## config.mk

```make
export PLATFORM = sky130hd
export DESIGN_NAME = count_wrap_monitor_flat
export DESIGN_NICKNAME = d
export VERILOG_FILES = /design/src/rtl/count_wrap_monitor_pkg.sv /design/src/rtl/count_wrap_monitor_if.sv /design/src/rtl/count_wrap_monitor_sat_counter.sv /design/src/rtl/count_wrap_monitor.sv /design/src/flat_wrapper.sv
export SDC_FILE = /design/constraint.sdc
export NUM_CORES = 1
export LEC_CHECK = 0
export BUFFER_PORTS_ARGS = -buffer_cell sky130_fd_sc_hd__clkbuf_2
export CORE_ASPECT_RATIO = 0.5
export CORE_MARGIN = 3
export CORE_UTILIZATION = 30
export CTS_BUF_LIST = sky130_fd_sc_hd__clkbuf_8
export DETAILED_ROUTE_END_ITERATION = 10
export HOLD_SLACK_MARGIN = 0.12
export REMOVE_ABC_BUFFERS = 1
export SYNTH_ARGS = -nofsm -noshare
export SYNTH_HDL_FRONTEND = slang
export SYNTH_SLANG_ARGS = --single-unit
```

## constraint.sdc

```tcl
create_clock -name clk -period 7.3 [get_ports clk]
set_input_delay 0.365 -clock clk [delete_from_list [all_inputs] [get_ports clk]]
set_output_delay 0.365 -clock clk [all_outputs]
set_load 0.01 [all_outputs]
```

## src/rtl/count_wrap_monitor_pkg.sv

```systemverilog
// Shared types and default widths for the count_wrap_monitor block.
package count_wrap_monitor_pkg;

  // Monitor FSM: INIT waits out a counter reset, TRACK performs transition checks.
  typedef enum logic {
    INIT  = 1'b0,
    TRACK = 1'b1
  } state_t;

  localparam int CNT_W_DEF  = 4;
  localparam int WRAP_W_DEF = 8;

endpackage : count_wrap_monitor_pkg

```

## src/rtl/count_wrap_monitor_if.sv

```systemverilog
// Bundle of the observed counter signals plus the monitor's event/status outputs.
// master = side that drives the counter view (counter/bench); slave = the monitor.
interface count_wrap_monitor_if
  import count_wrap_monitor_pkg::*;
#(
  parameter int CNT_W  = CNT_W_DEF,
  parameter int WRAP_W = WRAP_W_DEF
) ();

  // Observed counter side
  logic              cnt_rst;
  logic [CNT_W-1:0]  count;
  logic              up_down;
  logic              load;
  logic              clr;

  // Monitor results
  logic              wrap_up;
  logic              wrap_dn;
  logic              step_err;
  logic [WRAP_W-1:0] wrap_cnt;
  logic              wrap_sat;
  logic              err_seen;
  logic              tracking;

  modport master (
    output cnt_rst, count, up_down, load, clr,
    input  wrap_up, wrap_dn, step_err, wrap_cnt, wrap_sat, err_seen, tracking
  );

  modport slave (
    input  cnt_rst, count, up_down, load, clr,
    output wrap_up, wrap_dn, step_err, wrap_cnt, wrap_sat, err_seen, tracking
  );

endinterface : count_wrap_monitor_if

```

## src/rtl/count_wrap_monitor_sat_counter.sv

```systemverilog
// Saturating up-counter with synchronous clear (clear wins over increment)
// and a sat flag that is high whenever the count sits at all-ones.
module count_wrap_monitor_sat_counter #(
  parameter int W = 8
) (
  input  logic         clk,
  input  logic         rst_n,
  input  logic         inc,
  input  logic         clr,
  output logic [W-1:0] cnt,
  output logic         sat
);

  logic [W-1:0] cnt_nxt;

  // Next count: clear, else increment unless already at all-ones.
  always_comb begin
    // NOTE: every always_comb output gets a default first so no path can infer a latch.
    cnt_nxt = cnt;
    if (clr) begin
      cnt_nxt = '0;
    end else if (inc && (cnt != '1)) begin
      cnt_nxt = cnt + W'(1);
    end
  end

  // Count and saturation flag registers; sat tracks the value being loaded so it
  // rises on the same edge the count becomes all-ones and drops only on clear.
  always_ff @(posedge clk or negedge rst_n) begin
    if (!rst_n) begin
      cnt <= '0;
      sat <= 1'b0;
    end else begin
      // NOTE: sequential state uses non-blocking assignments so every register
      // samples pre-edge values regardless of statement order.
      cnt <= cnt_nxt;
      sat <= &cnt_nxt;
    end
  end

endmodule : count_wrap_monitor_sat_counter

```

## src/rtl/count_wrap_monitor.sv

```systemverilog
// Checker/statistics stage on a 4-bit up/down/load counter. Samples the counter
// every edge, compares the present count with the previous one under the
// controls that produced it, and emits registered wrap/error pulses plus a
// saturating wrap tally and sticky flags.
module count_wrap_monitor
  import count_wrap_monitor_pkg::*;
#(
  parameter int CNT_W  = CNT_W_DEF,
  parameter int WRAP_W = WRAP_W_DEF
) (
  input  logic                 clk,
  input  logic                 rst_n,
  count_wrap_monitor_if.slave  bus
);

  localparam logic [CNT_W-1:0] CNT_MAX = '1;

  state_t           state_q, state_d;

  // Previous-edge samples of the counter and the controls that act on it.
  logic [CNT_W-1:0] cnt_q;
  logic             dir_q;
  logic             ld_q;
  logic             rst_q;

  logic [CNT_W-1:0] expected;
  logic             check_en;
  logic             wrap_up_d, wrap_dn_d, step_err_d;

  logic             wrap_up_q, wrap_dn_q, step_err_q, err_seen_q;

  // Counter view registered every edge; independent of clr and the FSM.
  always_ff @(posedge clk or negedge rst_n) begin
    if (!rst_n) begin
      cnt_q <= '0;
      dir_q <= 1'b0;
      ld_q  <= 1'b0;
      rst_q <= 1'b0;
    end else begin
      cnt_q <= bus.count;
      dir_q <= bus.up_down;
      ld_q  <= bus.load;
      rst_q <= bus.cnt_rst;
    end
  end

  // FSM state register.
  always_ff @(posedge clk or negedge rst_n) begin
    if (!rst_n) begin
      state_q <= INIT;
    end else begin
      state_q <= state_d;
    end
  end

  // FSM next state: arm on the first edge out of counter reset, disarm on any counter reset.
  always_comb begin
    state_d = state_q;
    case (state_q)
      INIT:    if (!bus.cnt_rst) state_d = TRACK;
      TRACK:   if (bus.cnt_rst)  state_d = INIT;
      default: state_d = INIT;
    endcase
  end

  // Transition check: a step is only judged in TRACK and when the previous
  // edge neither reset nor loaded the counter (load to same value included).
  always_comb begin
    expected   = dir_q ? (cnt_q + CNT_W'(1)) : (cnt_q - CNT_W'(1));
    check_en   = (state_q == TRACK) && !rst_q && !ld_q;
    wrap_up_d  = check_en &&  dir_q && (cnt_q == CNT_MAX) && (bus.count == '0);
    wrap_dn_d  = check_en && !dir_q && (cnt_q == '0)      && (bus.count == CNT_MAX);
    step_err_d = check_en && (bus.count != expected);
  end

  // Event pulses and sticky error flag; clr wins over a same-edge error.
  always_ff @(posedge clk or negedge rst_n) begin
    if (!rst_n) begin
      wrap_up_q  <= 1'b0;
      wrap_dn_q  <= 1'b0;
      step_err_q <= 1'b0;
      err_seen_q <= 1'b0;
    end else begin
      wrap_up_q  <= wrap_up_d;
      wrap_dn_q  <= wrap_dn_d;
      step_err_q <= step_err_d;
      err_seen_q <= bus.clr ? 1'b0 : (err_seen_q | step_err_d);
    end
  end

  count_wrap_monitor_sat_counter #(
    .W (WRAP_W)
  ) u_sat_counter (
    .clk   (clk),
    .rst_n (rst_n),
    .inc   (wrap_up_d | wrap_dn_d),
    .clr   (bus.clr),
    .cnt   (bus.wrap_cnt),
    .sat   (bus.wrap_sat)
  );

  assign bus.wrap_up  = wrap_up_q;
  assign bus.wrap_dn  = wrap_dn_q;
  assign bus.step_err = step_err_q;
  assign bus.err_seen = err_seen_q;
  assign bus.tracking = (state_q == TRACK);

endmodule : count_wrap_monitor

```

## src/flat_wrapper.sv

```systemverilog
// flat-port wrapper written by rule: the top's interface ports become plain ports
module count_wrap_monitor_flat import count_wrap_monitor_pkg::*;
#(
  parameter int CNT_W  = CNT_W_DEF,
  parameter int WRAP_W = WRAP_W_DEF
)
  (clk, rst_n, bus_cnt_rst, bus_count, bus_up_down, bus_load, bus_clr, bus_wrap_up, bus_wrap_dn, bus_step_err, bus_wrap_cnt, bus_wrap_sat, bus_err_seen, bus_tracking);
  count_wrap_monitor_if #(.CNT_W(CNT_W), .WRAP_W(WRAP_W)) bus_i ();
  input  logic clk;
  input  logic rst_n;
  input wire logic [$bits(bus_i.cnt_rst)-1:0] bus_cnt_rst;
  input wire logic [$bits(bus_i.count)-1:0] bus_count;
  input wire logic [$bits(bus_i.up_down)-1:0] bus_up_down;
  input wire logic [$bits(bus_i.load)-1:0] bus_load;
  input wire logic [$bits(bus_i.clr)-1:0] bus_clr;
  output wire logic [$bits(bus_i.wrap_up)-1:0] bus_wrap_up;
  output wire logic [$bits(bus_i.wrap_dn)-1:0] bus_wrap_dn;
  output wire logic [$bits(bus_i.step_err)-1:0] bus_step_err;
  output wire logic [$bits(bus_i.wrap_cnt)-1:0] bus_wrap_cnt;
  output wire logic [$bits(bus_i.wrap_sat)-1:0] bus_wrap_sat;
  output wire logic [$bits(bus_i.err_seen)-1:0] bus_err_seen;
  output wire logic [$bits(bus_i.tracking)-1:0] bus_tracking;
  assign bus_i.cnt_rst = bus_cnt_rst;
  assign bus_i.count = bus_count;
  assign bus_i.up_down = bus_up_down;
  assign bus_i.load = bus_load;
  assign bus_i.clr = bus_clr;
  assign bus_wrap_up = bus_i.wrap_up;
  assign bus_wrap_dn = bus_i.wrap_dn;
  assign bus_step_err = bus_i.step_err;
  assign bus_wrap_cnt = bus_i.wrap_cnt;
  assign bus_wrap_sat = bus_i.wrap_sat;
  assign bus_err_seen = bus_i.err_seen;
  assign bus_tracking = bus_i.tracking;
  count_wrap_monitor #(.CNT_W(CNT_W), .WRAP_W(WRAP_W)) u_core (.clk(clk), .rst_n(rst_n), .bus(bus_i));
endmodule
```

==> report_table.html, run 1 <==
<table>
<tr><th>Metric</th><th>Value</th></tr>
<tr><th colspan="2">Outcome</th></tr>
<tr><td>Result of the run</td><td>finished, final reports clean</td></tr>
<tr><th colspan="2">Setup path</th></tr>
<tr><td>Slowest-stage cell, CP</td><td>sky130_fd_sc_hd__a21oi_1</td></tr>
<tr><td>Highest fanout seen on the critical path</td><td>6</td></tr>
<tr><td>Buffers and inverters on the worst path</td><td>0</td></tr>
<tr><td>Required arrival time at the worst endpoint</td><td>7470 ps</td></tr>
<tr><td>Kind of cell adding the most delay to the critical path</td><td>simple AND/OR/NAND/NOR gates</td></tr>
<tr><td>Cell-by-cell listing of the critical path</td><td>nor3_1, nand4_2, a21oi_1, mux2_2, or4_4, nor4_2</td></tr>
<tr><td>Endpoint type of the worst setup path</td><td>register</td></tr>
<tr><td>Delay of the slowest cell on the worst path</td><td>520 ps</td></tr>
<tr><td>Worst setup SP type</td><td>register</td></tr>
<tr><td>CP Class</td><td>register to register</td></tr>
<tr><td>Arrival time of the worst setup path</td><td>2740 ps</td></tr>
<tr><th colspan="2">Layout</th></tr>
<tr><td>Area taken by multi-input logic gates</td><td>541 µm²</td></tr>
<tr><td>Filler instances</td><td>340</td></tr>
<tr><td>Share of cells above drive strength 1</td><td>31.5%</td></tr>
<tr><td>Post-layout nets</td><td>139</td></tr>
<tr><td>Register area</td><td>526 µm²</td></tr>
<tr><td>Final Core Density</td><td>40.5%</td></tr>
<tr><td>P&amp;R area growth vs syn</td><td>19.9%</td></tr>
<tr><td>Number of antenna repair diodes</td><td>0</td></tr>
<tr><th colspan="2">Timing</th></tr>
<tr><td>Pin slew with the least headroom to its limit</td><td>543 ps</td></tr>
<tr><td>Max Clk Rate</td><td>390 MHz</td></tr>
<tr><td>RSZ-0062 raised after global routing</td><td>no</td></tr>
<tr><td>Hold Violations, Final</td><td>0</td></tr>
<tr><td>Relative max-transition margin</td><td>63.8%</td></tr>
<tr><td>Final setup vio count</td><td>0</td></tr>
<tr><td>Number of slew-limit violations in the final report</td><td>0</td></tr>
<tr><td>Worst hold slack</td><td>202 ps</td></tr>
<tr><td>Final worst clock skew</td><td>7.66 ps</td></tr>
<tr><td>Post-layout minimum cycle time</td><td>2570 ps</td></tr>
<tr><td>Final clock period utilization by the worst path</td><td>35.2%</td></tr>
<tr><td>Setup tns final</td><td>0 ps</td></tr>
<tr><th colspan="2">Synth</th></tr>
<tr><td>Post-synth EDFFs</td><td>0</td></tr>
<tr><td>Syn Inst Count</td><td>98</td></tr>
<tr><td>Distinct cell type count of the synthesized netlist</td><td>36</td></tr>
<tr><td>Synth area leader</td><td>sky130_fd_sc_hd__dfrtp_1</td></tr>
<tr><td>Number of synthesized register bits</td><td>21</td></tr>
<tr><td>Most used flip-flop cell after synthesis</td><td>sky130_fd_sc_hd__dfrtp_1</td></tr>
<tr><td>Share of synthesized area occupied by flip-flops and latches</td><td>48.0%</td></tr>
<tr><td>Synth async-reset ratio</td><td>100%</td></tr>
<tr><td>Area contributors post-synth</td><td>sky130_fd_sc_hd__dfrtp_1 48%, sky130_fd_sc_hd__xnor2_1 6.4%, sky130_fd_sc_hd__nor2_1 4.5%</td></tr>
<tr><td>Mapped Avg Cell Area</td><td>11.2 µm²</td></tr>
<tr><td>Syn. warnings</td><td>0</td></tr>
<tr><td>Share of the synthesized area in the top cell type</td><td>48.0%</td></tr>
<tr><td>Summed instance area of the synthesized netlist</td><td>1090 µm²</td></tr>
<tr><th colspan="2">GRT</th></tr>
<tr><td>Final global-route overflow total</td><td>0</td></tr>
<tr><td>Global Route Usage Sum</td><td>10.3%</td></tr>
<tr><td>Initial antenna violation count</td><td>0</td></tr>
<tr><td>Maximum number of pins on one net before global-route repair</td><td>22</td></tr>
<tr><td>First-pass GRT wire length</td><td>3790 µm</td></tr>
<tr><td>Vias in the first global route</td><td>832</td></tr>
<tr><th colspan="2">Clock network</th></tr>
<tr><td>CTS root buffer</td><td>sky130_fd_sc_hd__clkbuf_8</td></tr>
<tr><td>Clock tree from TritonCTS</td><td>yes</td></tr>
<tr><td>H-tree lvl count</td><td>1</td></tr>
<tr><td>Clock transition at path regs</td><td>80 ps</td></tr>
<tr><td>TritonCTS sink count</td><td>21</td></tr>
<tr><td>Number of buffers added for setup after CTS</td><td>0</td></tr>
<tr><td>Post-cts repair resize count</td><td>0</td></tr>
<tr><td>Skew-Pair Late Insertion Delay</td><td>270 ps</td></tr>
<tr><td>Number of buffers added to fix hold violations after cts</td><td>1</td></tr>
<tr><td>Number of buffers on the longest clock path</td><td>2</td></tr>
<tr><td>Clock buffers created by TritonCTS</td><td>3</td></tr>
<tr><th colspan="2">Detailed routing</th></tr>
<tr><td>Number of iterations in the first detailed-routing pass</td><td>5</td></tr>
<tr><td>Total number of vias</td><td>810</td></tr>
<tr><td>Mean routed wirelength per cell</td><td>12.4 µm</td></tr>
<tr><td>Vias per cell</td><td>4.71</td></tr>
<tr><td>WL final</td><td>2130 µm</td></tr>
<tr><td>Post-route antenna net violation count</td><td>0</td></tr>
<tr><td>Drc violations</td><td>0</td></tr>
<tr><td>DRC violation total after the first TritonRoute iteration</td><td>60</td></tr>
<tr><th colspan="2">Power</th></tr>
<tr><td>Leakage power summed over all cells</td><td>0.616 nW</td></tr>
<tr><td>Total chip power</td><td>0.221 mW</td></tr>
<tr><td>Maximum resistive drop on vdd</td><td>0.0000533 V</td></tr>
<tr><td>PD cells</td><td>168 nW/µm²</td></tr>
<tr><th colspan="2">Die</th></tr>
<tr><td>Std-Cell Core Area</td><td>3240 µm²</td></tr>
<tr><td>Initial core utilization</td><td>33.8%</td></tr>
<tr><td>Height of the die</td><td>48.7 µm</td></tr>
<tr><td>Number of top-level design ports</td><td>24</td></tr>
<tr><td>DIE AREA</td><td>4450 µm²</td></tr>
<tr><td>DIE WIDTH</td><td>91.4 µm</td></tr>
<tr><td>Row count</td><td>14</td></tr>
<tr><th colspan="2">Place</th></tr>
<tr><td>Final HPWL DP</td><td>1610 µm</td></tr>
<tr><td>Count of buffers inserted at the top-level ports</td><td>23</td></tr>
<tr><td>Gpl congestion</td><td>0.757</td></tr>
<tr><th colspan="2">Job</th></tr>
<tr><td>Number of max-cap violations</td><td>0</td></tr>
<tr><th colspan="2">Hold path</th></tr>
<tr><td>Worst hold-check path type</td><td>input pin to register</td></tr>
</table>
## area by class of cell
cell class / instances / area share, %
clock inverters: 1 / 0.381
repair buffers: 24 / 9.53
multi-input cells: 71 / 41.2
well taps: 48 / 4.58
flip-flops and latches: 21 / 40.0
inverters: 4 / 1.14
clock buffers: 3 / 3.15
## cells in the mapped netlist (all sizes together), types with 2 or more instances
| library cell | instances |
|---|---|
| nor2 | 13 |
| inv | 4 |
| and2b | 2 |
| nand2 | 5 |
| a211oi | 2 |
| ha | 3 |
| a21o | 2 |
| xnor2 | 8 |
| mux2i | 2 |
| or2b | 2 |
| nand3 | 2 |
| and3 | 3 |
| a21oi | 4 |
| nand4 | 4 |
| dfrtp | 21 |
| xor2 | 5 |
## metal layers
layer	track usage (%)	vias to the layer above	share of wire, %
met1	12.6	406	46
met3	2.32	4	1.6
met4	3.25	0	0.98
met5	0	-	0
met2	18.1	6	52
li1	-	394	-
## final timing paths
path	from	end	slack, ps	depth (start not counted)
worst max-delay path	u_core.cnt_q[0]	u_core.u_sat_counter.sat	4730	6
worst min-delay path	bus_up_down	u_core.dir_q	200	1
worst max register to register	u_core.cnt_q[0]	u_core.u_sat_counter.sat	4730	6
worst min register to register	u_core.bus.err_seen	u_core.bus.err_seen	510	2
max in group asynchronous	rst_n	u_core.ld_q	6330	2
min in group asynchronous	rst_n	u_core.u_sat_counter.cnt[5]	600	2
## power breakdown
group / leakage [nW] / switching (mW) / internal (mW)
combinational: 0.316 / 0.0115 / 0.00987
clock: 0.0255 / 0.0398 / 0.0381
sequential: 0.274 / 0.00226 / 0.119
total: 0.616 / 0.0535 / 0.167
## placed cells by master (no fill, tap or decap), types with 2 or more instances in the layout
| master | synthesis | layout |
|---|---|---|
| sky130_fd_sc_hd__a21oi_1 | 4 | 4 |
| sky130_fd_sc_hd__and2b_1 | 2 | 2 |
| sky130_fd_sc_hd__and3_1 | 2 | 2 |
| sky130_fd_sc_hd__clkbuf_2 | 1 | 23 |
| sky130_fd_sc_hd__clkbuf_8 | 0 | 3 |
| sky130_fd_sc_hd__dfrtp_1 | 21 | 21 |
| sky130_fd_sc_hd__ha_1 | 3 | 3 |
| sky130_fd_sc_hd__inv_1 | 4 | 4 |
| sky130_fd_sc_hd__mux2i_1 | 2 | 2 |
| sky130_fd_sc_hd__nand2_1 | 5 | 5 |
| sky130_fd_sc_hd__nand3_1 | 2 | 2 |
| sky130_fd_sc_hd__nand4_1 | 2 | 2 |
| sky130_fd_sc_hd__nand4_2 | 2 | 2 |
| sky130_fd_sc_hd__nor2_1 | 13 | 13 |
| sky130_fd_sc_hd__or2b_1 | 2 | 2 |
| sky130_fd_sc_hd__xnor2_1 | 8 | 8 |
| sky130_fd_sc_hd__xor2_1 | 5 | 5 |
## registers in the layout, summed over array words and instances, names as in the netlist
signal / cells
u_core.u_sat_counter.cnt: 8
u_core.cnt_q: 4
u_core.bus.err_seen: 1
u_core.bus.step_err: 1
u_core.bus.tracking: 1
u_core.bus.wrap_dn: 1
u_core.bus.wrap_up: 1
u_core.dir_q: 1
u_core.ld_q: 1
u_core.rst_q: 1
u_core.u_sat_counter.sat: 1
## cell families (layout without fill, tap and decap cells)
kind of cell	count (synthesis)	count (layout)	share of synthesized area, %
compound gates	11	11	7.66
xor+xnor	13	13	10.4
fa+ha+maj	4	4	5.26
buf+inv	6	32	2.63
flops	21	21	48.0
mux	3	3	2.86
simple gates	40	40	23.2
## metrics by stage
step / setup WS (ps) / instances / area (µm²)
floorplan: 4960 / 96 / 1080
finish: 4730 / 172 / 1310
CTS: 4690 / 172 / 1310
detailed placement: 4650 / 167 / 1260
global placement: 4720 / 167 / 1260
global route: 4570 / 172 / 1310
## worst register-to-register path: cells and delay by family, from the launching register on
| kind | cells | cell delay (ps) |
|---|---|---|
| AOI/OAI and AO/OA | 1 | 520 |
| and+or+nand+nor | 4 | 1110 |
| muxes | 1 | 390 |
| DFF | 1 | 450 |
Note: power is estimated with default switching activity, not from simulation.
==> run 2, diff against run 1 <==
- clock period: 7.3 -> 2.55 ns (I/O delays scaled with it)
==> report_table.html, run 2 (synthesis gave the netlist of run 1 again) <==
<table>
<tr><th>Metric</th><th>Value</th></tr>
<tr><th colspan="2">Outcome</th></tr>
<tr><td>Result of the run</td><td>finished, final reports clean</td></tr>
<tr><th colspan="2">Power</th></tr>
<tr><td>Maximum resistive drop on vdd</td><td>0.000161 V (+200%)</td></tr>
<tr><td>Total chip power</td><td>0.632 mW (+190%)</td></tr>
<tr><td>Fraction of power spent switching nets</td><td>23.5% (-0.76 points)</td></tr>
<tr><td>Leakage power summed over all cells</td><td>0.652 nW (+5.9%)</td></tr>
<tr><td>Sequential Power Share</td><td>54.9% (about the same)</td></tr>
<tr><td>Clock Power Share</td><td>34.1% (-1.2 points)</td></tr>
<tr><td>Cell-internal power</td><td>0.484 mW (+190%)</td></tr>
<tr><td>Part of the total power dissipated in combinational logic</td><td>11.0% (+1.3 points)</td></tr>
<tr><td>Psw</td><td>0.149 mW (+180%)</td></tr>
<tr><td>PD cells</td><td>455 nW/µm² (+170%)</td></tr>
<tr><th colspan="2">Setup path</th></tr>
<tr><td>CP Class</td><td>input pin to register</td></tr>
<tr><td>Worst setup SP type</td><td>input pin</td></tr>
<tr><td>Arrival time of the worst setup path</td><td>2550 ps (-190 ps)</td></tr>
<tr><td>Delay of the slowest cell on the worst path</td><td>530 ps (about the same)</td></tr>
<tr><td>Slowest-stage cell, CP</td><td>sky130_fd_sc_hd__dlygate4sd3_1</td></tr>
<tr><td>Cell-by-cell listing of the critical path</td><td>dlygate4sd3_1, clkbuf_2, nor4b_2, nand4_2, a21oi_1, mux2_2, or4_4, nor4_2</td></tr>
<tr><td>Setup slack of the worst register-to-register path</td><td>320 ps (-4410 ps)</td></tr>
<tr><td>Required arrival time at the worst endpoint</td><td>2720 ps (-4750 ps)</td></tr>
<tr><td>Highest fanout seen on the critical path</td><td>6 (unchanged)</td></tr>
<tr><td>Endpoint type of the worst setup path</td><td>register</td></tr>
<tr><th colspan="2">Clock network</th></tr>
<tr><td>Skew-Pair Late Insertion Delay</td><td>260 ps (about the same)</td></tr>
<tr><td>H-tree lvl count</td><td>1 (unchanged)</td></tr>
<tr><td>CTS root buffer</td><td>sky130_fd_sc_hd__clkbuf_8</td></tr>
<tr><td>TritonCTS sink count</td><td>21 (unchanged)</td></tr>
<tr><td>Post-cts repair resize count</td><td>0 (unchanged)</td></tr>
<tr><td>Number of buffers added for setup after CTS</td><td>0 (unchanged)</td></tr>
<tr><td>Number of buffers on the longest clock path</td><td>2 (unchanged)</td></tr>
<tr><td>Clock buffers created by TritonCTS</td><td>3 (unchanged)</td></tr>
<tr><td>Clock transition at path regs</td><td>70 ps (about the same)</td></tr>
<tr><td>Clock tree from TritonCTS</td><td>yes</td></tr>
<tr><th colspan="2">Layout</th></tr>
<tr><td>Area taken by multi-input logic gates</td><td>541 µm² (unchanged)</td></tr>
<tr><td>Most flops, register</td><td>u_core.u_sat_counter.cnt</td></tr>
<tr><td>Commonest non-fill, non-tap cell in the layout</td><td>sky130_fd_sc_hd__clkbuf_2</td></tr>
<tr><td>Register area</td><td>526 µm² (unchanged)</td></tr>
<tr><td>Number of antenna repair diodes</td><td>0 (unchanged)</td></tr>
<tr><td>Post-layout nets</td><td>147 (+5.8%)</td></tr>
<tr><td>Share of cells above drive strength 1</td><td>29.5% (-1.9 points)</td></tr>
<tr><td>Filler instances</td><td>328 (-3.5%)</td></tr>
<tr><td>Commonest non-fill, non-tap cells in the layout</td><td>23 x sky130_fd_sc_hd__clkbuf_2, 21 x sky130_fd_sc_hd__dfrtp_1, 13 x sky130_fd_sc_hd__nor2_1</td></tr>
<tr><td>P&amp;R area growth vs syn</td><td>26.9%</td></tr>
<tr><td>Largest registers</td><td>u_core.u_sat_counter.cnt (8), u_core.cnt_q (4)</td></tr>
<tr><td>Largest register FFs</td><td>8 (unchanged)</td></tr>
<tr><th colspan="2">Hold path</th></tr>
<tr><td>Worst hold-check path type</td><td>input pin to register</td></tr>
<tr><th colspan="2">Timing</th></tr>
<tr><td>Setup tns final</td><td>0 ps (unchanged)</td></tr>
<tr><td>Max Clk Rate</td><td>421 MHz</td></tr>
<tr><td>Final worst clock skew</td><td>3.14 ps (-4.51 ps)</td></tr>
<tr><td>Worst hold slack</td><td>217 ps (+14.7 ps)</td></tr>
<tr><td>Final clock period utilization by the worst path</td><td>93.1%</td></tr>
<tr><td>Hold Violations, Final</td><td>0 (unchanged)</td></tr>
<tr><td>Relative max-transition margin</td><td>64.0% (+0.21 points)</td></tr>
<tr><td>Final setup vio count</td><td>0 (unchanged)</td></tr>
<tr><td>RSZ-0062 raised after global routing</td><td>no</td></tr>
<tr><td>Number of slew-limit violations in the final report</td><td>0 (unchanged)</td></tr>
<tr><td>Post-layout minimum cycle time</td><td>2370 ps</td></tr>
<tr><td>Pin slew with the least headroom to its limit</td><td>540 ps (-3.11 ps)</td></tr>
<tr><th colspan="2">Detailed routing</th></tr>
<tr><td>Post-route antenna net violation count</td><td>0 (unchanged)</td></tr>
<tr><td>Number of iterations in the first detailed-routing pass</td><td>3 (-2)</td></tr>
<tr><td>Drc violations</td><td>0 (unchanged)</td></tr>
<tr><td>DRC violation total after the first TritonRoute iteration</td><td>26 (-57%)</td></tr>
<tr><td>Vias per cell</td><td>4.49 (-4.6%)</td></tr>
<tr><td>Total number of vias</td><td>809 (-0.12%)</td></tr>
<tr><td>Mean routed wirelength per cell</td><td>12.0 µm (-3.0%)</td></tr>
<tr><td>WL final</td><td>2170 µm (+1.5%)</td></tr>
<tr><th colspan="2">Place</th></tr>
<tr><td>Count of buffers inserted at the top-level ports</td><td>23 (unchanged)</td></tr>
<tr><td>Gpl congestion</td><td>0.780 (+3.2%)</td></tr>
<tr><td>Final HPWL DP</td><td>1610 µm (+0.11%)</td></tr>
<tr><th colspan="2">GRT</th></tr>
<tr><td>Vias in the first global route</td><td>894 (+7.5%)</td></tr>
<tr><td>Initial antenna violation count</td><td>0 (unchanged)</td></tr>
<tr><td>Global Route Usage Sum</td><td>10.6% (+0.29 points)</td></tr>
<tr><td>Maximum number of pins on one net before global-route repair</td><td>22 (unchanged)</td></tr>
<tr><td>Final global-route overflow total</td><td>0 (unchanged)</td></tr>
<tr><td>First-pass GRT wire length</td><td>3900 µm (+2.9%)</td></tr>
<tr><th colspan="2">Die</th></tr>
<tr><td>Number of top-level design ports</td><td>24 (unchanged)</td></tr>
<tr><td>Std-Cell Core Area</td><td>3240 µm² (unchanged)</td></tr>
<tr><td>Initial core utilization</td><td>33.8% (unchanged)</td></tr>
<tr><td>DIE AREA</td><td>4450 µm² (unchanged)</td></tr>
<tr><td>Height of the die</td><td>48.7 µm (unchanged)</td></tr>
<tr><td>DIE WIDTH</td><td>91.4 µm (unchanged)</td></tr>
<tr><td>Row count</td><td>14 (unchanged)</td></tr>
<tr><th colspan="2">Job</th></tr>
<tr><td>Number of max-cap violations</td><td>0 (unchanged)</td></tr>
</table>
## run 2: changes by cell type in the layout (fill, tap and decap cells not counted)
cell,change
sky130_fd_sc_hd__dlygate4sd3_1,+7
sky130_fd_sc_hd__clkinv_2,-1
sky130_fd_sc_hd__inv_1,+1
sky130_fd_sc_hd__buf_4,+1
## run 2: power by group through the flow
stage	clock, mW	combinational [mW]	sequential, mW
4_1_cts	0.226	0.0711	0.347
6_report	0.215	0.0696	0.347
5_1_grt	0.234	0.0780	0.349
3_5_place_dp	0	0.0610	0.354
2_1_floorplan	0	0.0327	0.354
3_3_place_gp	0	0.0609	0.354
## run 2: critical path, delay by kind of cell
family / cells / cell delay, ps
muxes: 1 / 350
and+or+nand+nor: 4 / 1140
buffers and inverters: 2 / 670
AOI/OAI and AO/OA: 1 / 250
## run 2: per-stage QoR
stage | worst slack (ps) | std cells | instance area (µm²) | utilization [%]
after floorplan | 208 | 96 | 1080 | -
after global placement | 355 | 168 | 1260 | 39.0
after detailed placement | 321 | 168 | 1260 | 39.0
after CTS | 159 | 180 | 1390 | 42.9
after global routing | 48.8 | 180 | 1390 | 42.9
final | 177 | 180 | 1390 | 42.9
## run 2: worst paths after layout
path,from,to,depth (start not counted)
setup / recovery,bus_count[1],u_core.u_sat_counter.sat,8
hold / removal,bus_clr,u_core.u_sat_counter.cnt[0],2
max in group asynchronous,rst_n,u_core.bus.err_seen,2
min in group asynchronous,rst_n,u_core.u_sat_counter.sat,2
hold reg to reg,u_core.bus.err_seen,u_core.bus.err_seen,2
setup reg to reg,u_core.cnt_q[0],u_core.u_sat_counter.sat,6
## run 2: timing repair
action	CTS	global route
setup endpoints to repair	0	0
hold buffers	8	0
hold endpoints to repair	29	0
## run 2: final cells by class
type	instances	area share [%]
inverters	4	1.08
repair buffers	32	14.6
clock buffers	3	2.97
flip-flops and latches	21	37.8
clock inverters	1	0.270
well taps	48	4.32
multi-input cells	71	38.9
## run 2: metal layers
metal	vias to the layer above	part of all wire, %	track usage, %
met4	0	1.7	3.50
met5	-	0	0
met1	389	42	11.4
li1	404	-	-
met2	10	53	19.8
met3	6	2.8	3.25
==> run 3, diff against run 2 <==
- BUFFER_PORTS_ARGS: -buffer_cell sky130_fd_sc_hd__clkbuf_2 -> not set
- CAP_MARGIN: not set -> 20
- DONT_BUFFER_PORTS: not set -> 1
==> report_table.html, run 3 (synthesis gave the netlist of run 1 again) <==
<table>
<tr><th>Metric</th><th>Value</th></tr>
<tr><th colspan="2">Detailed routing</th></tr>
<tr><td>Post-route antenna net violation count</td><td>0 (unchanged)</td></tr>
<tr><td>Total number of vias</td><td>761 (-5.9%)</td></tr>
<tr><td>Mean routed wirelength per cell</td><td>14.1 µm (+17%)</td></tr>
<tr><td>Number of iterations in the first detailed-routing pass</td><td>5 (+2)</td></tr>
<tr><td>Drc violations</td><td>0 (unchanged)</td></tr>
<tr><td>WL final</td><td>2230 µm (+2.8%)</td></tr>
<tr><td>DRC violation total after the first TritonRoute iteration</td><td>24 (-7.7%)</td></tr>
<tr><td>Vias per cell</td><td>4.82 (+7.2%)</td></tr>
<tr><th colspan="2">Clock network</th></tr>
<tr><td>Clock transition at path regs</td><td>80 ps (about the same)</td></tr>
<tr><td>Number of buffers on the longest clock path</td><td>2 (unchanged)</td></tr>
<tr><td>TritonCTS sink count</td><td>21 (unchanged)</td></tr>
<tr><td>Skew-Pair Late Insertion Delay</td><td>260 ps (about the same)</td></tr>
<tr><td>H-tree lvl count</td><td>1 (unchanged)</td></tr>
<tr><td>Number of buffers added to fix hold violations after cts</td><td>9 (+1)</td></tr>
<tr><td>Post-cts repair resize count</td><td>0 (unchanged)</td></tr>
<tr><td>Clock tree from TritonCTS</td><td>yes</td></tr>
<tr><td>CTS root buffer</td><td>sky130_fd_sc_hd__clkbuf_8</td></tr>
<tr><td>Number of buffers added for setup after CTS</td><td>0 (unchanged)</td></tr>
<tr><td>Clock buffers created by TritonCTS</td><td>3 (unchanged)</td></tr>
<tr><th colspan="2">Power</th></tr>
<tr><td>Cell-internal power</td><td>0.480 mW (-0.76%)</td></tr>
<tr><td>Maximum resistive drop on vdd</td><td>0.000183 V (+14%)</td></tr>
<tr><td>Psw</td><td>0.149 mW (+0.35%)</td></tr>
<tr><td>Leakage power summed over all cells</td><td>0.553 nW (-15%)</td></tr>
<tr><td>PD cells</td><td>490 nW/µm² (+7.5%)</td></tr>
<tr><td>Fraction of power spent switching nets</td><td>23.7% (+0.20 points)</td></tr>
<tr><td>Clock Power Share</td><td>35.4% (+1.3 points)</td></tr>
<tr><td>Sequential Power Share</td><td>55.4% (+0.5 points)</td></tr>
<tr><td>Part of the total power dissipated in combinational logic</td><td>9.2% (-1.8 points)</td></tr>
<tr><th colspan="2">Timing</th></tr>
<tr><td>Pin slew with the least headroom to its limit</td><td>948 ps (+408 ps)</td></tr>
<tr><td>Hold Violations, Final</td><td>0 (unchanged)</td></tr>
<tr><td>Final setup vio count</td><td>0 (unchanged)</td></tr>
<tr><td>Final worst clock skew</td><td>3.06 ps (-0.0873 ps)</td></tr>
<tr><td>Setup tns final</td><td>0 ps (unchanged)</td></tr>
<tr><td>Post-layout minimum cycle time</td><td>2340 ps (-30.8 ps)</td></tr>
<tr><td>RSZ-0062 raised after global routing</td><td>no</td></tr>
<tr><td>Number of slew-limit violations in the final report</td><td>0 (unchanged)</td></tr>
<tr><td>Max Clk Rate</td><td>427 MHz (+1.3%)</td></tr>
<tr><td>Final clock period utilization by the worst path</td><td>91.9% (-1.2 points)</td></tr>
<tr><td>Relative max-transition margin</td><td>36.6% (-27 points)</td></tr>
<tr><th colspan="2">Place</th></tr>
<tr><td>Gpl congestion</td><td>0.711 (-8.9%)</td></tr>
<tr><td>Final HPWL DP</td><td>1580 µm (-1.8%)</td></tr>
<tr><td>Count of buffers inserted at the top-level ports</td><td>0 (-100%)</td></tr>
<tr><th colspan="2">Die</th></tr>
<tr><td>Number of top-level design ports</td><td>24 (unchanged)</td></tr>
<tr><td>Row count</td><td>14 (unchanged)</td></tr>
<tr><td>Height of the die</td><td>48.7 µm (unchanged)</td></tr>
<tr><td>Initial core utilization</td><td>33.8% (unchanged)</td></tr>
<tr><td>DIE WIDTH</td><td>91.4 µm (unchanged)</td></tr>
<tr><td>Std-Cell Core Area</td><td>3240 µm² (unchanged)</td></tr>
<tr><td>DIE AREA</td><td>4450 µm² (unchanged)</td></tr>
<tr><th colspan="2">Layout</th></tr>
<tr><td>Number of antenna repair diodes</td><td>0 (unchanged)</td></tr>
<tr><td>P&amp;R area growth vs syn</td><td>17.4%</td></tr>
<tr><td>Largest register FFs</td><td>8 (unchanged)</td></tr>
<tr><td>Most flops, register</td><td>u_core.u_sat_counter.cnt</td></tr>
<tr><td>Final Core Density</td><td>39.7% (-3.2 points)</td></tr>
<tr><td>Post-layout nets</td><td>125 (-15%)</td></tr>
<tr><td>Share of cells above drive strength 1</td><td>15.5% (-14 points)</td></tr>
<tr><td>Largest registers</td><td>u_core.u_sat_counter.cnt (8), u_core.cnt_q (4)</td></tr>
<tr><td>Filler instances</td><td>317 (-3.4%)</td></tr>
<tr><td>Commonest non-fill, non-tap cells in the layout</td><td>21 x sky130_fd_sc_hd__dfrtp_1, 13 x sky130_fd_sc_hd__nor2_1, 9 x sky130_fd_sc_hd__dlygate4sd3_1</td></tr>
<tr><td>Commonest non-fill, non-tap cell in the layout</td><td>sky130_fd_sc_hd__dfrtp_1</td></tr>
<tr><th colspan="2">GRT</th></tr>
<tr><td>First-pass GRT wire length</td><td>3820 µm (-1.9%)</td></tr>
<tr><td>Global Route Usage Sum</td><td>10.6% (-0.033 points)</td></tr>
<tr><td>Vias in the first global route</td><td>818 (-8.5%)</td></tr>
<tr><td>Initial antenna violation count</td><td>0 (unchanged)</td></tr>
<tr><td>Maximum number of pins on one net before global-route repair</td><td>22 (unchanged)</td></tr>
<tr><td>Final global-route overflow total</td><td>0 (unchanged)</td></tr>
<tr><th colspan="2">Setup path</th></tr>
<tr><td>Arrival time of the worst setup path</td><td>2510 ps (-40 ps)</td></tr>
<tr><td>Cell count of the worst reg-to-reg path</td><td>7 (+1)</td></tr>
<tr><td>Highest fanout seen on the critical path</td><td>6 (unchanged)</td></tr>
<tr><td>Setup slack of the worst register-to-register path</td><td>210 ps (-110 ps)</td></tr>
<tr><td>Required arrival time at the worst endpoint</td><td>2720 ps (about the same)</td></tr>
<tr><td>Worst setup SP type</td><td>register</td></tr>
<tr><td>CP Class</td><td>register to register</td></tr>
<tr><td>Endpoint type of the worst setup path</td><td>register</td></tr>
<tr><th colspan="2">Hold path</th></tr>
<tr><td>Worst hold-check path type</td><td>input pin to register</td></tr>
<tr><td>Cell depth of the worst min-delay path</td><td>3 (+1)</td></tr>
<tr><th colspan="2">Outcome</th></tr>
<tr><td>Result of the run</td><td>finished, final reports clean</td></tr>
<tr><th colspan="2">Job</th></tr>
<tr><td>Number of max-cap violations</td><td>0 (unchanged)</td></tr>
</table>
-- run 3: changes by cell type in the layout (fill, tap and decap cells not counted), sizes merged --
cell / previous run / this run
clkbuf: 26 / 3
dlygate4sd3: 8 / 9
clkinv: 0 / 1
inv: 5 / 4
-- run 3: final timing paths --
check / start / to
worst max-delay path: u_core.u_sat_counter.cnt[0] / u_core.u_sat_counter.sat
worst min-delay path: bus_count[1] / u_core.bus.wrap_up
worst max register to register: u_core.u_sat_counter.cnt[0] / u_core.u_sat_counter.sat
worst min register to register: u_core.bus.err_seen / u_core.bus.err_seen
max in group asynchronous: rst_n / u_core.u_sat_counter.cnt[5]
min in group asynchronous: rst_n / u_core.u_sat_counter.cnt[0]
-- run 3: final cells by class --
cell class / instances / area [µm²] / area share (%)
repair buffers: 10 / 97.6 / 7.59
inverters: 4 / 15.0 / 1.17
multi-input cells: 71 / 541 / 42.1
clock buffers: 3 / 41.3 / 3.21
well taps: 48 / 60.1 / 4.67
clock inverters: 1 / 5.00 / 0.389
flip-flops and latches: 21 / 526 / 40.9
-- run 3: power groups by stage --
stage / logic, mW / clock network, mW / registers [mW]
2_1_floorplan: 0.0327 / 0 / 0.354
3_3_place_gp: 0.0380 / 0 / 0.356
3_5_place_dp: 0.0377 / 0 / 0.356
4_1_cts: 0.0590 / 0.231 / 0.349
5_1_grt: 0.0650 / 0.241 / 0.350
6_report: 0.0576 / 0.223 / 0.349
-- run 3: routing by layer --
| metal | global-route usage [%] | share of wire, % |
|---|---|---|
| met5 | 0 | 0 |
| met4 | 3.00 | 0.94 |
| met2 | 19.8 | 54 |
| met3 | 2.94 | 2.0 |
| met1 | 11.7 | 43 |
-- run 3: metrics by stage --
stage               power (mW)  area, µm²  worst slack [ps]  hold WS, ps  cells
global route             0.656       1280              93.9          171    158
floorplan                0.387       1080               208         -168     96
detailed placement       0.394       1150               249         -168    145
finish                   0.629       1280               207          126    158
CTS                      0.639       1280               188          124    158
global placement         0.394       1150               315         -168    145
-- run 3: critical path, stage by stage (launching register included) --
cell	delay [ps]
sky130_fd_sc_hd__dfrtp_1	480
sky130_fd_sc_hd__ha_1	310
sky130_fd_sc_hd__nand3_1	160
sky130_fd_sc_hd__nor2_1	80
sky130_fd_sc_hd__a21oi_1	200
sky130_fd_sc_hd__mux2_2	360
sky130_fd_sc_hd__or4_4	420
sky130_fd_sc_hd__nor4_2	240
